**src/rtl/updown_counter_param.sv**
```systemverilog
// Parametrised up/down event counter with programmable step and limits.
// Wraps to the opposite limit or clips at the limit, depending on SATURATE.
module updown_counter_param #(
    parameter int WIDTH    = 16,
    parameter int STEP_W   = 4,
    parameter bit SATURATE = 1'b0
) (
    input  logic              clk,
    input  logic              reset,
    input  logic              clr,
    input  logic              ld,
    input  logic [WIDTH-1:0]  ld_val,
    input  logic              inc,
    input  logic              uphdnl,
    input  logic [STEP_W-1:0] step,
    input  logic [WIDTH-1:0]  lo_lim,
    input  logic [WIDTH-1:0]  hi_lim,
    input  logic              ovf_clr,
    output logic [WIDTH-1:0]  q,
    output logic              wrap,
    output logic              ovf_sticky,
    output logic              at_max,
    output logic              at_min,
    output logic              cfg_err
);

    // Two spare bits: one carry for the up sum, one sign for the down difference.
    localparam int MW = (WIDTH > STEP_W) ? WIDTH : STEP_W;
    localparam int EW = MW + 2;

    logic [WIDTH-1:0] r_q;
    logic             r_wrap;
    logic             r_ovf;

    logic [WIDTH-1:0] w_q_nxt;
    logic             w_wrap_nxt;
    logic             w_clip;
    logic             w_ovf_nxt;

    logic [EW-1:0]    w_q_x;
    logic [EW-1:0]    w_step_x;
    logic [EW-1:0]    w_lo_x;
    logic [EW-1:0]    w_hi_x;
    logic [EW-1:0]    w_sum;
    logic [EW-1:0]    w_dif;
    logic             w_up_ok;
    logic             w_dn_ok;
    logic             w_above;
    logic             w_below;
    logic             w_count;
    logic [WIDTH-1:0] w_ld_clamp;

    assign w_q_x    = {{(EW-WIDTH){1'b0}}, r_q};
    assign w_step_x = {{(EW-STEP_W){1'b0}}, step};
    assign w_lo_x   = {{(EW-WIDTH){1'b0}}, lo_lim};
    assign w_hi_x   = {{(EW-WIDTH){1'b0}}, hi_lim};

    assign w_sum    = w_q_x + w_step_x;
    assign w_dif    = w_q_x - w_step_x;
    assign w_up_ok  = (w_sum <= w_hi_x);
    assign w_dn_ok  = !w_dif[EW-1] && (w_dif >= w_lo_x);

    assign cfg_err  = (lo_lim > hi_lim);
    assign w_above  = (r_q > hi_lim);
    assign w_below  = (r_q < lo_lim);
    assign w_count  = inc && !cfg_err && (step != '0);

    always_comb begin
        w_ld_clamp = ld_val;
        if (ld_val < lo_lim) begin
            w_ld_clamp = lo_lim;
        end else if (ld_val > hi_lim) begin
            w_ld_clamp = hi_lim;
        end
    end

    always_comb begin
        w_q_nxt    = r_q;
        w_wrap_nxt = 1'b0;
        w_clip     = 1'b0;
        if (clr) begin
            w_q_nxt = lo_lim;
        end else if (ld) begin
            w_q_nxt = w_ld_clamp;
        end else if (w_count) begin
            // An out-of-range count is pulled back silently before counting resumes.
            if (w_above) begin
                w_q_nxt = hi_lim;
            end else if (w_below) begin
                w_q_nxt = lo_lim;
            end else if (uphdnl) begin
                if (w_up_ok) begin
                    w_q_nxt = w_sum[WIDTH-1:0];
                end else if (SATURATE) begin
                    w_q_nxt = hi_lim;
                    w_clip  = 1'b1;
                end else begin
                    w_q_nxt    = lo_lim;
                    w_wrap_nxt = 1'b1;
                end
            end else begin
                if (w_dn_ok) begin
                    w_q_nxt = w_dif[WIDTH-1:0];
                end else if (SATURATE) begin
                    w_q_nxt = lo_lim;
                    w_clip  = 1'b1;
                end else begin
                    w_q_nxt    = hi_lim;
                    w_wrap_nxt = 1'b1;
                end
            end
        end
    end

    // A set in the same cycle as a clear wins.
    assign w_ovf_nxt = w_wrap_nxt || w_clip || (r_ovf && !ovf_clr);

    always_ff @(posedge clk or posedge reset) begin
        if (reset) begin
            r_q    <= '0;
            r_wrap <= 1'b0;
            r_ovf  <= 1'b0;
        end else begin
            r_q    <= w_q_nxt;
            r_wrap <= w_wrap_nxt;
            r_ovf  <= w_ovf_nxt;
        end
    end

    assign q          = r_q;
    assign wrap       = r_wrap;
    assign ovf_sticky = r_ovf;
    assign at_max     = (r_q == hi_lim);
    assign at_min     = (r_q == lo_lim);

endmodule

```
**config.mk**
```make
export PLATFORM = sky130hd
export DESIGN_NAME = updown_counter_param
export DESIGN_NICKNAME = d
export VERILOG_FILES = /design/src/rtl/updown_counter_param.sv
export SDC_FILE = /design/constraint.sdc
export NUM_CORES = 1
export LEC_CHECK = 0
export CORE_MARGIN = 3
export CORE_UTILIZATION = 45
export CTS_BUF_LIST = sky130_fd_sc_hd__clkbuf_8 sky130_fd_sc_hd__clkbuf_16
export CTS_CLUSTER_DIAMETER = 50
export DETAILED_ROUTE_END_ITERATION = 7
export PLACE_DENSITY = 0.69
export REMOVE_ABC_BUFFERS = 1
export SETUP_SLACK_MARGIN = 0.1
export SYNTH_ARGS = -nofsm -noshare
export SYNTH_HDL_FRONTEND = slang
export SYNTH_SLANG_ARGS = --single-unit
```
**constraint.sdc**
```tcl
create_clock -name clk -period 7.75 [get_ports clk]
set_input_delay 0.775 -clock clk [delete_from_list [all_inputs] [get_ports clk]]
set_output_delay 0.775 -clock clk [all_outputs]
set_load 0.02 [all_outputs]
```
### Word-level counts from Yosys, hierarchy flattened

Index checks and enable logic that the tools add are counted.
Widths: inputs -> output; s select.

| storage, ports and cells | value |
|---|---|
| bits in registers | 18 |
| bits of input ports | 59 |
| output and inout port bits | 21 |
| word-level logic and storage cells | 42 |

| cells by class | value |
|---|---|
| $add $sub $neg | 2 |
| magnitude comparators | 7 |
| equal/unequal tests | 2 |
| mux-type cells | 18 |
| reduce and logical (&&, ||, !) cells | 10 |

Operators with widths:

| operator | number |
|---|---|
| $mux 16 | 10 |
| $gt 16x16->1 | 3 |
| $eq 16x16->1 | 2 |
| $lt 16x16->1 | 2 |
| $ge 18x16->1 | 1 |
| $add 16x4->17 | 1 |
| $le 17x16->1 | 1 |
| $sub 16x4->17 | 1 |
| $mux 1 | 8 |
| $logic_and 1x1->1 | 4 |
| $reduce_bool 4->1 | 1 |
| $logic_not 1->1 | 3 |
| $reduce_bool 3->1 | 1 |
| $logic_or 1x1->1 | 1 |

### Logic depth before layout (Yosys ltp)

| logic depth | value |
|---|---|
| depth in word-level cells | 11 |
| depth in mapped cells | 18 |
| gate-level depth less buffers | 18 |

### Worst setup path before layout

No wires, ideal clock.

| timing | value |
|---|---|
| kind | input to register |
| from | input step[0] |
| to | register r_q[5] (netlist: q[5]) |
| setup time | 101 ps |
| arrival | 4495 ps |
| data required time | 7649 ps |
| slack | 3155 ps |
| stages | 17 |
| path buffers | 0 |
| cell sequence | ha_1 > inv_1 > fa_1 > a21oi_1 > o21ai_0 > or2_4 > nor4_1 > xor2_1 > ha_1 > a21oi_1 > nand2_1 > a221o_1 > a211oi_1 > nor3_1 > a311oi_1 > a21oi_1 > o32ai_1 |

| on the way | value |
|---|---|
| longest elaborated chain between the ends | 10 |
| elaborated cells between the ends (all ways) | 17 |
| those cells by class | add/sub (2); order compare (2); mux (8); reduce/logical (5) |

Ends and longest elaborated chain:

| item | line | RTL |
|---|---|---|
| start, declared | 15 | `input logic [STEP_W-1:0] step,` |
| $sub 16x4->17 | 59 | `assign w_dif = w_q_x - w_step_x;` |
| $ge 18x16->1 / $logic_not 1->1 (equally long branches) | 61 | `assign w_dn_ok = !w_dif[EW-1] && (w_dif >= w_lo_x);` |
| $logic_and 1x1->1 | 61 |  |
| $mux 16 | 102 | `if (w_dn_ok) begin` |
| $mux 16 | 91 | `end else if (uphdnl) begin` |
| $mux 16 | 89 | `end else if (w_below) begin` |
| $mux 16 | 87 | `if (w_above) begin` |
| $mux 16 | 85 | `end else if (w_count) begin` |
| $mux 16 | 83 | `end else if (ld) begin` |
| $mux 16 | 81 | `if (clr) begin` |
| end signal, assigned | 124 | `r_q <= w_q_nxt;` |
| end, declared | 31 | `logic [WIDTH-1:0] r_q;` |

Several ways; a longest one is shown, not always the timed one. The select of a mux whose other input is x is not followed.
A chain may end at the register's enable or synchronous reset.

### Final worst setup path

Same ends and word-level chain as after synthesis.

==> results.json <==
{
  "layout-drive-gt1-share_pct": 3.039,
  "start_kind": "input port",
  "ys_seq_area_share_pct": 8.893,
  "grt.total_usage_pct": 31.90,
  "synth-compound-area-share_pct": 28.93,
  "crit_buf_inv": 4,
  "drt_iter0_markers": 472,
  "crit_top_cell": "a21oi_1",
  "cp_slowest_stage_delay_ns": 0.60,
  "cts_tree": "done",
  "die_w_um": 112.1,
  "antenna_cells": 0,
  "cpMaxStageDelayCell": "a211oi_1",
  "crit_path_end_kind": "flip-flop",
  "routed_wl_um": 20330,
  "fin_tns_setup_ns": 0,
  "irDropWorstVdd_uv": 101.6,
  "worstMarginPinSlew_ns": 1.139,
  "place_area_um2": 5989,
  "io_pins": 80,
  "outcome": "complete, no violations",
  "cp.required_ns": 7.92,
  "cts.sinks": 18,
  "ys_warn_count": 0,
  "synth_edf_count": 0,
  "num_vias": 5695,
  "ctsLongestPathBuffers": 2,
  "yosys.area_share.adder_pct": 30.19,
  "start_util_pct": 46.32,
  "p_leak_uw": 0.002798,
  "ant_nets": 0,
  "htreeDepth": 1,
  "synth_mux_area_share_pct": 2.964,
  "ys.flop_type": "dfrtp_1",
  "cts_root_buf": "clkbuf_16",
  "synthSimpleGateAreaFrac_pct": 18.63,
  "syn2layout_area_growth_pct": 20.01,
  "ctsHoldBuffers": 0,
  "fp.coreArea_um2": 10940,
  "vias_per_cell": 6.591,
  "die_h_um": 112.1,
  "ys_seq_elements": 18,
  "maxUsedRoutingLayer": "met4",
  "power_density_nw_per_um2": 160.0,
  "hold_viol_final": 0,
  "num_rows": 38,
  "crit_family": "compound AO/OA/AOI/OAI gates",
  "drt-met1-wl_um": 8180,
  "syn_area_um2": 5065,
  "syn_inst": 656,
  "maxSlewViolCount": 0,
  "grt_pass1_wl_um": 31620,
  "critPathMaxFanout": 8,
  "hold_class": "flip-flop to flip-flop",
  "synth_top_family_by_area": "adder cells",
  "avgSynthCellArea_um2": 7.721,
  "period_share_pct": 69.38,
  "wl_per_cell_um": 23.53,
  "fin_area_um2": 6078,
  "arrival_ns": 5.54,
  "finalClockSkew_ns": 0.007316,
  "finalSetupViolCount": 0,
  "drc_errors": 0,
  "clk_pin_slew_ns": 0.07,
  "routed-wl-met3_um": 1690,
  "cts_setup_buffers": 0,
  "gr-total-overflow": 0,
  "cap_violations": 0,
  "place.gp.congestion": 0.9808,
  "nNetsFinal": 905,
  "fp.dieArea_um2": 12560,
  "clk_latency_ns": 0.26,
  "grt_pass1_vias": 5708,
  "path_cells": "clkdlybuf4s50_1, ha_1, inv_1, fa_1, a21oi_1, o21ai_0, buf_4, or2_4, nor4_1, xor2_1, ha_1, a21oi_1, nand2_1, a221o_1, a211oi_1, nor3_1, buf_4, a311oi_1, a21oi_1, o32ai_1",
  "slew_headroom_pct": 23.09,
  "fin_crit_ns": 5.377,
  "grt_max_degree": 19,
  "synth_xor_area_share_pct": 4.323,
  "first_pass_iters": 5,
  "dr_wl_met2_um": 9307,
  "cts-buffers-inserted": 3,
  "yosysUniqueCellTypes": 67,
  "hpwl_um": 16620,
  "rsz0062_at_grt": "no",
  "timing.fmax_mhz": 186.0,
  "critPathKind": "input port to flip-flop",
  "io_buffers": 79,
  "antenna_found_initial": 0,
  "cts.repair.resized": 0,
  "ys_async_sr_fraction_pct": 100.0
}
layer usage:
metal | track usage (%) | vias up
met5 | 0 | -
li1 | - | 2656
met1 | 41.41 | 2630
met2 | 53.16 | 334
met4 | 14.98 | 0
met3 | 3.396 | 75
flip-flops by register name, indices dropped and copies added (netlist names):
register	flops
ovf_sticky	1
q	16
wrap	1
logic make-up after synthesis:
| logic type | Yosys count |
|---|---|
| AO/OA/AOI/OAI | 215 |
| AND/OR/NAND/NOR | 183 |
| adder cells (fa/ha/maj) | 121 |
| buffers and inverters | 79 |
| XOR/XNOR | 25 |
| flip-flops | 18 |
| multiplexers | 15 |
cell usage after synthesis, types with 11 or more instances:
cell type    n  area share, %
o21ai_1     13            1.3
a21o_1      15            2.2
nand4_1     18            2.2
nand3_1     25            2.5
inv_1       58            4.3
ha_1       119             29
nor2_1      40            3.0
dfrtp_1     18            8.9
mux2i_1     15            3.0
xor2_1      13            2.2
clkbuf_1    17            1.3
o21ai_0     28            2.8
xnor2_1     12            2.1
nor3_1      11            1.1
nand2_1     38            2.8
a21oi_1     53            5.2
power breakdown:
part           total (uW)  switching [uW]  internal (uW)
logic                 679             401            279
registers             169            59.5            109
clock network         124            45.3           79.0
total                 972             505            467
metrics by stage:
| stage | utilization, % | instances | setup slack (ns) | power (uW) | hold WS (ns) |
|---|---|---|---|---|---|
| floorplan | - | 635 | 3.146 | 577.2 | 0.5947 |
| global placement | 54.77 | 860 | 2.116 | 817.2 | 0.4614 |
| detailed placement | 54.77 | 860 | 2.113 | 828.5 | 0.4991 |
| CTS | 55.58 | 864 | 2.365 | 955.2 | 0.5138 |
| global route | 55.58 | 864 | 1.904 | 1047 | 0.5255 |
| finish | 55.58 | 864 | 2.373 | 972.2 | 0.5110 |
worst reg2reg max path: stages, from the launching register on:
cell,delay [ns]
dfrtp_1,0.43
inv_1,0.17
ha_1,0.20
inv_1,0.06
fa_1,0.41
a21oi_1,0.19
o21ai_0,0.09
buf_4,0.18
or2_4,0.27
nor4_1,0.23
xor2_1,0.24
ha_1,0.29
a21oi_1,0.13
nand2_1,0.07
a221o_1,0.38
a211oi_1,0.60
nor3_1,0.11
buf_4,0.20
a311oi_1,0.27
a21oi_1,0.07
o32ai_1,0.29
worst paths after layout:
kind | slack, ns | endpoint | startpoint | cells past startpoint
setup / recovery | 2.37 | q[5]$_DFFE_PP0P_ | step[0] | 20
hold / removal | 0.51 | ovf_sticky$_DFF_PP0_ | ovf_sticky$_DFF_PP0_ | 1
min in group asynchronous | 0.98 | wrap$_DFF_PP0_ | reset | 2
hold reg to reg | 0.51 | ovf_sticky$_DFF_PP0_ | ovf_sticky$_DFF_PP0_ | 1
setup reg to reg | 2.80 | q[5]$_DFFE_PP0P_ | q[0]$_DFFE_PP0P_ | 20
max in group asynchronous | 6.23 | q[15]$_DFFE_PP0P_ | reset | 2
cell type report:
cell class | instances | area, um^2
inverter | 58 | 217.7
tap | 140 | 175.2
fill | 1078 | 4857
multi-input combinational | 559 | 4310
timing repair buffer | 85 | 835.8
clock buffer | 4 | 88.84
sequential | 18 | 450.4
cell usage in the layout (no fill, tap or decap), types with 7 or more instances in the layout:
master | Yosys | routed
a211oi_1 | 10 | 10
a21o_1 | 15 | 15
a21oi_1 | 53 | 52
a221oi_1 | 10 | 10
a31oi_1 | 7 | 7
and3_1 | 7 | 7
clkdlybuf4s50_1 | 0 | 79
dfrtp_1 | 18 | 18
ha_1 | 119 | 119
inv_1 | 58 | 58
mux2i_1 | 15 | 15
nand2_1 | 38 | 38
nand3_1 | 25 | 25
nand4_1 | 18 | 18
nor2_1 | 40 | 40
nor3_1 | 11 | 11
o21a_1 | 7 | 7
o21ai_0 | 28 | 28
o21ai_1 | 13 | 13
o221ai_1 | 10 | 10
xnor2_1 | 12 | 12
xor2_1 | 13 | 13
Power figures use the tool's default switching activity.
